$ cat src/rtl/bp_pkg.sv
// bp_pkg: shared definitions for the branch predictor.
// Holds the 2-bit counter type, the counter encodings and the counter reset value.
// Optional feature macro used by the top: BP_GSHARE_EN.
package bp_pkg;

  typedef logic [1:0] ctr_t;

  // Saturating counter states; the prediction is counter bit 1.
  localparam ctr_t SNT = 2'b00;
  localparam ctr_t WNT = 2'b01;
  localparam ctr_t WT  = 2'b10;
  localparam ctr_t ST  = 2'b11;

  // Weakly not-taken, so one taken outcome flips the prediction.
  localparam ctr_t CTR_RESET = WNT;

endpackage

$ cat src/rtl/bp_sat2.sv
// bp_sat2: combinational next-state for a 2-bit saturating counter.
// Ports:
//   cur   - current counter value
//   taken - resolved outcome (1 = taken, count up; 0 = count down)
//   nxt   - updated counter value, saturating at ST / SNT
module bp_sat2
  import bp_pkg::*;
(
  input  ctr_t cur,
  input  logic taken,
  output ctr_t nxt
);

  always_comb begin
    nxt = cur;
    unique case (cur)
      SNT: nxt = taken ? WNT : SNT;
      WNT: nxt = taken ? WT  : SNT;
      WT:  nxt = taken ? ST  : WNT;
      ST:  nxt = taken ? ST  : WT;
      default: nxt = cur;
    endcase
  end

endmodule

$ cat src/rtl/branch_predictor.sv
// branch_predictor: table of 2-bit saturating counters indexed by PC.
// Fetch-side lookup is registered (1-cycle latency); execute-side update
// trains the table and counts mispredicts (saturating 32-bit counter).
// Optional feature: define BP_GSHARE_EN to XOR a global outcome history
// into both the lookup and the update index.
// Ports:
//   clk, rst_n                      - clock, asynchronous active-low reset
//   pred_valid, pred_pc             - lookup request
//   pred_out_valid, pred_taken,
//   pred_hist                       - registered lookup result and history used
//   upd_valid, upd_pc, upd_taken,
//   upd_pred, upd_hist              - resolved branch with its issued prediction/history
//   mispredict, mispredict_cnt      - registered mispredict pulse and saturating count
module branch_predictor
  import bp_pkg::*;
#(
  parameter int ENTRIES = 64,
  parameter int IDX_W   = $clog2(ENTRIES)
) (
  input  logic             clk,
  input  logic             rst_n,
  input  logic             pred_valid,
  input  logic [31:0]      pred_pc,
  output logic             pred_out_valid,
  output logic             pred_taken,
  output logic [IDX_W-1:0] pred_hist,
  input  logic             upd_valid,
  input  logic [31:0]      upd_pc,
  input  logic             upd_taken,
  input  logic             upd_pred,
  input  logic [IDX_W-1:0] upd_hist,
  output logic             mispredict,
  output logic [31:0]      mispredict_cnt
);

  ctr_t             table_q [ENTRIES];
  ctr_t             table_d [ENTRIES];
  logic [IDX_W-1:0] lk_idx;
  logic [IDX_W-1:0] up_idx;
  logic [IDX_W-1:0] cur_hist;
  ctr_t             up_nxt;

  logic             pred_out_valid_q, pred_out_valid_d;
  logic             pred_taken_q, pred_taken_d;
  logic [IDX_W-1:0] pred_hist_q, pred_hist_d;
  logic             mispredict_q, mispredict_d;
  logic [31:0]      mispredict_cnt_q, mispredict_cnt_d;

`ifdef BP_GSHARE_EN
  logic [IDX_W-1:0] hist_q, hist_d;
  logic             unused_pc_bits;

  // Update uses the history issued with the branch, not the live one.
  assign cur_hist = hist_q;
  assign lk_idx   = pred_pc[IDX_W+1:2] ^ hist_q;
  assign up_idx   = upd_pc[IDX_W+1:2] ^ upd_hist;
  assign unused_pc_bits = ^{pred_pc[31:IDX_W+2], pred_pc[1:0],
                            upd_pc[31:IDX_W+2], upd_pc[1:0]};

  always_comb begin
    hist_d = hist_q;
    if (upd_valid) hist_d = {hist_q[IDX_W-2:0], upd_taken};
  end

  always_ff @(posedge clk or negedge rst_n) begin
    if (!rst_n) hist_q <= '0;
    else        hist_q <= hist_d;
  end
`else
  logic unused_pc_bits;

  assign cur_hist = '0;
  assign lk_idx   = pred_pc[IDX_W+1:2];
  assign up_idx   = upd_pc[IDX_W+1:2];
  assign unused_pc_bits = ^{pred_pc[31:IDX_W+2], pred_pc[1:0],
                            upd_pc[31:IDX_W+2], upd_pc[1:0], upd_hist};
`endif

  bp_sat2 u_sat2 (
    .cur   (table_q[up_idx]),
    .taken (upd_taken),
    .nxt   (up_nxt)
  );

  // Lookup reads table_q (pre-update), giving read-before-write on collision.
  always_comb begin
    pred_out_valid_d = pred_valid;
    pred_taken_d     = pred_taken_q;
    pred_hist_d      = pred_hist_q;
    if (pred_valid) begin
      pred_taken_d = table_q[lk_idx][1];
      pred_hist_d  = cur_hist;
    end

    mispredict_d     = upd_valid & (upd_taken != upd_pred);
    mispredict_cnt_d = mispredict_cnt_q;
    if (mispredict_q && (mispredict_cnt_q != 32'hFFFF_FFFF))
      mispredict_cnt_d = mispredict_cnt_q + 32'd1;

    table_d = table_q;
    if (upd_valid) table_d[up_idx] = up_nxt;
  end

  always_ff @(posedge clk or negedge rst_n) begin
    if (!rst_n) begin
      for (int i = 0; i < ENTRIES; i++) table_q[i] <= CTR_RESET;
      pred_out_valid_q <= 1'b0;
      pred_taken_q     <= 1'b0;
      pred_hist_q      <= '0;
      mispredict_q     <= 1'b0;
      mispredict_cnt_q <= '0;
    end else begin
      table_q          <= table_d;
      pred_out_valid_q <= pred_out_valid_d;
      pred_taken_q     <= pred_taken_d;
      pred_hist_q      <= pred_hist_d;
      mispredict_q     <= mispredict_d;
      mispredict_cnt_q <= mispredict_cnt_d;
    end
  end

  assign pred_out_valid = pred_out_valid_q;
  assign pred_taken     = pred_taken_q;
  assign pred_hist      = pred_hist_q;
  assign mispredict     = mispredict_q;
  assign mispredict_cnt = mispredict_cnt_q;

endmodule
$ cat config.mk
export PLATFORM = sky130hd
export DESIGN_NAME = branch_predictor
export DESIGN_NICKNAME = d
export VERILOG_FILES = /design/src/rtl/bp_pkg.sv /design/src/rtl/bp_sat2.sv /design/src/rtl/branch_predictor.sv
export SDC_FILE = /design/constraint.sdc
export NUM_CORES = 1
export LEC_CHECK = 0
export BUFFER_PORTS_ARGS = -buffer_cell sky130_fd_sc_hd__buf_2
export CAP_MARGIN = 20
export CORE_AREA = 4 4 163 126
export CTS_CLUSTER_SIZE = 40
export DETAILED_ROUTE_END_ITERATION = 7
export DIE_AREA = 0 0 167 130
export PLACE_DENSITY_LB_ADDON = 0.25
export SYNTH_ARGS = -nofsm -noshare
export SYNTH_HDL_FRONTEND = slang
export SYNTH_SLANG_ARGS = --single-unit
$ cat constraint.sdc
create_clock -name clk -period 5.4 [get_ports clk]
set_clock_uncertainty 0.05 [all_clocks]
set_input_delay 0.54 -clock clk [delete_from_list [all_inputs] [get_ports clk]]
set_output_delay 0.54 -clock clk [all_outputs]
set_load 0.005 [all_outputs]
* Yosys cells after proc, flatten, opt, wreduce, memory -nomap -nowiden
Cells that the tools add are included.
** Word-level totals
- Word-level logic and storage cells :: 97
- Register bits :: 163
** Cells by class
- Equality and inequality tests :: 5
- Mux-type cells :: 14
- Reductions and logical operators :: 3
- Magnitude comparators :: 3
- Add/sub/neg operators :: 1
- Bitwise logic cells :: 3
** Operator list (number)
- bitwise mux 128 bit :: 1
- adder 32 x 1 -> 32 bit (second input constant) :: 1
- inequality test 32 bit (second input constant) :: 1
- binary-select mux 2 bit (select 6 bit) :: 2
- >= comparator 7 bit (second input constant) :: 2
- 2-to-1 mux 2 bit :: 7
- NOT 6 -> 7 bit :: 2
- demux 2 bit (select 6 bit) :: 1
- one-hot mux 2 bit (4 select lines) :: 1
- < comparator 7 x 1 -> 1 bit (second input constant) :: 1
- equality test 2 bit (second input constant) :: 2
- equality test 2 x 1 -> 1 bit (second input constant) :: 1
- logical AND 1 bit :: 2
- zero test 2 bit :: 1
- 2-to-1 mux 1 bit :: 2
- bitwise AND 1 bit :: 1
- inequality test 1 bit :: 1

* Logic depth before layout (Yosys ltp)
- Word-level depth :: 7
- Gate-level depth with buffers :: 12
- Gate-level depth less buffers :: 7

* Cells and area by module
A second synthesis with hierarchy kept.
** Unflattened totals
- Cell total of the unflattened synthesis :: 732
- Area, all modules :: 8707.1 um^2
** Modules (own cells, without submodules)
- branch_predictor :: sequential area each 4159.0 um^2, instances 1, area an instance 8680.8 um^2, cells each 729
- bp_sat2 :: sequential area each 0.0 um^2, instances 1, area an instance 26.3 um^2, cells each 3

* Worst setup path before layout
Ideal clock, no wire load.
- Path kind :: input to register
- From :: in pred_pc[2]
- To :: reg pred_taken_q (netlist: pred_taken)
- Library setup time :: 125 ps
- Data arrival time :: 3188 ps
- Path slack :: 2037 ps
- Stages :: 6
- Path through :: clkbuf_1 > buf_1 > mux4_2 > mux4_2 > mux4_2 > mux2_2
** Between the ends
- Word-level cells in the longest chain between the ends :: 4
** Ends and longest elaborated chain
- start, declared :: line branch_predictor.sv:23 : input logic [31:0] pred_pc,
- NOT 6 -> 7 bit (not written as such) :: line branch_predictor.sv:91 : pred_taken_d = table_q[lk_idx][1];
- binary-select mux 2 bit (select 6 bit) :: line branch_predictor.sv:91
- 2-to-1 mux 2 bit (not written as such) (2 in series) :: line branch_predictor.sv:91
- end signal, assigned :: line branch_predictor.sv:115 : pred_taken_q <= pred_taken_d;
- end, declared :: line branch_predictor.sv:44 : logic pred_taken_q, pred_taken_d;
Every way passes these cells. The select of a mux whose other input is x is not followed.
A chain may end at the register's enable or synchronous reset.

* Worst setup path after layout
- From :: in upd_pc[2]
- To :: reg table_q[87] (netlist name)
** Between the ends
- Word-level cells in the longest chain between the ends :: 7
** Ends and longest elaborated chain
- start, declared :: line branch_predictor.sv:28 : input logic [31:0] upd_pc,
- NOT 6 -> 7 bit (not written as such) (*) :: line branch_predictor.sv:80, branch_predictor.sv:101
- binary-select mux 2 bit (select 6 bit) :: line branch_predictor.sv:80 : .cur (table_q[up_idx]),
- 2-to-1 mux 2 bit (not written as such) (2 in series) :: line branch_predictor.sv:80
- equality test 2 bit, or another cell as far along :: line bp_sat2.sv:16 : unique case (cur)
- one-hot mux 2 bit (4 select lines) :: line bp_sat2.sv:16
- bitwise mux 128 bit (*) :: line branch_predictor.sv:101 : if (upd_valid) table_d[up_idx] = up_nxt;
- end signal, assigned :: line branch_predictor.sv:113 : table_q <= table_d;
- end, declared :: line branch_predictor.sv:36 : ctr_t table_q [ENTRIES];
Mark *: on every way between the ends. The rest lies on a longest branch, timed or not. The select of a mux whose other input is x is not followed.

==> results by group <==
Place
  • Hpwl dp: about 16000 um
  • Placed instance area: just under 9000 sq um
  • Placed insts: between 1000 and 1500
  • Placer Congestion: slightly below 0.9
  • I/O Buffers: 52

Timing
  • Final Setup Violations: 0
  • Crit path time final: approximately 3.8 ns
  • Setup TNS: 0 ns
  • Slew @ Worst Pin: 1.02 ns
  • Period utilization: 0.710
  • Hold_ws: between 0.03 and 0.04 ns
  • Final Max Tran Viols: 0
  • Fmax achieved: 0.261 GHz
  • Relative slew slack: 0.315
  • RSZ-0062 raised after global routing: no
  • Final Hold Fails: 0

Power and ir drop
  • Share of total power in sequential cells: 0.463
  • Switching pwr: around 0.99 mW
  • Max VDD drop: between 0.00015 and 0.0002 V
  • Cell-internal power: ~2.4 mW
  • Pwr/cell area: 359 nW/um^2
  • Clk pwr share: 0.375
  • P_leak: a little over 4 nW
  • Comb power frac: 0.162
  • Switching share of power: 0.289

Synthesis
  • Syn avg cell area: ~11 sq um
  • Post-synthesis adder-cell area fraction: 0.00656
  • Post-synthesis mux area share: 0.179
  • Distinct cell type count after synthesis: 60
  • Yosys warns: 0
  • Post-synth top flop: dfrtp_1
  • Synth Area in XOR/XNOR: 0.0306
  • Yosys reg bits: about 160
  • Post-synth EDFFs: 0
  • Synth Area in Simple Gates: 0.152
  • Ranking of synthesized cells by area: dfrtp_1 29%, dfstp_2 20%, mux2_2 10%
  • Fraction of registers with async set/reset: 1.00
  • Synthesized instance count: between 700 and 800
  • Post-synthesis cell area: between 8000 and 9000 sq um
  • Synth top area share: 0.289
  • Sequential share of the synthesized area: 0.485
  • Share of the synthesized area in compound gates (AO/OA/AOI/OAI): 0.105
  • Main combinational cell family by area after synthesis: multiplexers
  • Synth area leader: dfrtp_1

Setup path
  • Critical Path Start Type: input port
  • RR Startpoint: table_q[20]
  • CP Capture Type: flop
  • Crit-path slowest cell: maj3_2
  • FF-to-FF path depth: 7
  • Cell chain of the critical path: buf_2, buf_4, nor2b_1, a221oi_1, o22ai_1, a221o_1, or4_4, maj3_2, mux2_2
  • CP Launch Point: upd_pc[2]
  • Crit-path max cell delay: ~0.6 ns
  • Setup Crit Path Kind: in -> reg
  • CP max FO: 33
  • WP data arrival: roughly 4 ns
  • Required @ worst endpoint: 5.67 ns

Global routing
  • Grt ovf: 0
  • GR peak layer: met1
  • Largest net degree at the start of global routing: 68
  • Antenna violations before repair: 0
  • Met2 global-route usage: 0.322
  • Routing usage on met3: 0.0703
  • Total GRT Usage: 0.226
  • First-pass GRT wire length: between 30000 and 40000 um
  • Number of global-route vias before repair: between 6000 and 7000
  • GRT met1 Usage: 0.343

Clock network
  • Clk sinks: approximately 160
  • Inserted Clock Buffers: 17
  • Clock tree buffer depth: 2
  • Clk_lat worst skew: between 0.4 and 0.5 ns
  • CTS Root Cell: clkbuf_16
  • Hold-fix buffers, CTS: 0
  • PostCTS Resize Cnt: 0
  • Worst-path clk slew: 0.07 ns
  • CTS tree: built
  • Setup Buffers After CTS: 0
  • # H-tree levels: 4

Floorplanning
  • Die Wd: around 170 um
  • DIE HEIGHT: 130 um
  • # IOs: between 100 and 150
  • Core Box Area: between 15000 and 20000 sq um
  • Initial Util: 0.452
  • Num rows: 44
  • Die ar.: roughly 22000 sq um

Drt
  • WL/cell: between 20 and 25 um
  • Via/cell ratio: 5.96
  • Drt pass-1 iters: 5
  • Detailed Route WL: ~24000 um
  • ANT nets after route: 0
  • Post-route DRC: 0
  • Vias post-DR: approximately 6500
  • Initial DRC count: roughly 730

Worst hold path
  • Tightest Hold Check Type: in -> async

Final layout
  • Most frequent cells in the layout: 99 x dfrtp_1, 86 x nand2_1, 76 x mux2_2, 71 x nor2_1, 64 x dfstp_2
  • Final non-filler cell total: approximately 1100
  • Net count reported at finish: between 800 and 900
  • Ratio of cells with drive above 1 in the final layout: 0.335
  • Design Area, Final: about 9600 sq um
  • Number of antenna diodes: 0
  • Layout area overhead: 11.5%
  • Most common cell after layout, fill and taps aside: dfrtp_1
  • Filler cells: around 1700

Status
  • Outcome: finished clean

Flow run
  • MaxCap Viol Count: 0
[critical path, delay by kind of cell]
| kind | cells | cell delay [ns] |
|---|---|---|
| AO/OA/AOI/OAI | 3 | 1.04 |
| adder cells (fa/ha/maj) | 1 | 0.60 |
| buffers and inverters | 2 | 0.72 |
| multiplexers | 1 | 0.38 |
| AND/OR/NAND/NOR | 2 | 0.79 |
[flip-flops by register name (all words and copies together) (netlist names)]
signal,count
pred_taken,1
mispredict,1
mispredict_cnt,32
table_q,128
pred_out_valid,1
[cell type report]
class | count | area, sq um | share of cell area
clock inverters | 15 | 191 | 0.0200
multi-input cells | 564 | 4090 | 0.427
well taps | 253 | 317 | 0.0331
repair buffers | 67 | 379 | 0.0396
clock buffers | 17 | 425 | 0.0444
inverters | 4 | 15.0 | 0.00157
flip-flops and latches | 163 | 4160 | 0.435
[path summary, 6_finish.rpt]
| kind | end | slack, ns |
|---|---|---|
| setup reg to reg | table_q[87] | 2.10 |
| hold / removal | mispredict_cnt[22] | 0.04 |
| setup / recovery | table_q[87] | 1.56 |
| hold reg to reg | table_q[54] | 0.41 |
| max in group asynchronous | table_q[71] | 4.16 |
| min in group clk | pred_out_valid | 0.18 |
[cells in the mapped netlist, drive strengths merged (17+ instances only)]
cell type  instances
dfrtp             99
xnor2             25
mux2              77
dfstp             64
nand2             86
a21oi             38
clkbuf            17
mux4              24
o21ai             40
nand3             25
buf               34
nor2              71
[per-stage QoR]
step,power (mW),setup WS [ns],util
after detailed placement,2.16,1.23,0.471
after global placement,2.14,1.24,0.471
after global routing,3.59,1.45,0.504
final,3.44,1.56,0.504
after CTS,3.46,1.69,0.504
after floorplan,1.96,2.04,-
[per-layer routing]
metal / routed length, um / vias to the layer above
met5: 0 / -
met3: 2370 / 18
met2: 10400 / 275
li1: - / 2902
met4: 229 / 0
met1: 11200 / 3264
[cell families (layout without fill, tap and decap cells)]
| group | count (synthesis) | count (layout) |
|---|---|---|
| flops | 163 | 163 |
| mux | 114 | 114 |
| other cells | 1 | 6 |
| compound gates | 141 | 141 |
| simple gates | 268 | 268 |
| xor+xnor | 30 | 30 |
| buf+inv | 55 | 103 |
| fa+ha+maj | 5 | 5 |
[power groups by stage]
stage                     registers [mW]  logic (mW)  clock network [mW]
after floorplan                     1.56       0.395                   0
after global placement              1.60       0.541                   0
after detailed placement            1.61       0.551                   0
after CTS                           1.59       0.554                1.31
after global routing                1.62       0.612                1.36
final                               1.59       0.556                1.29
Note: power is estimated with default switching activity, not from simulation.
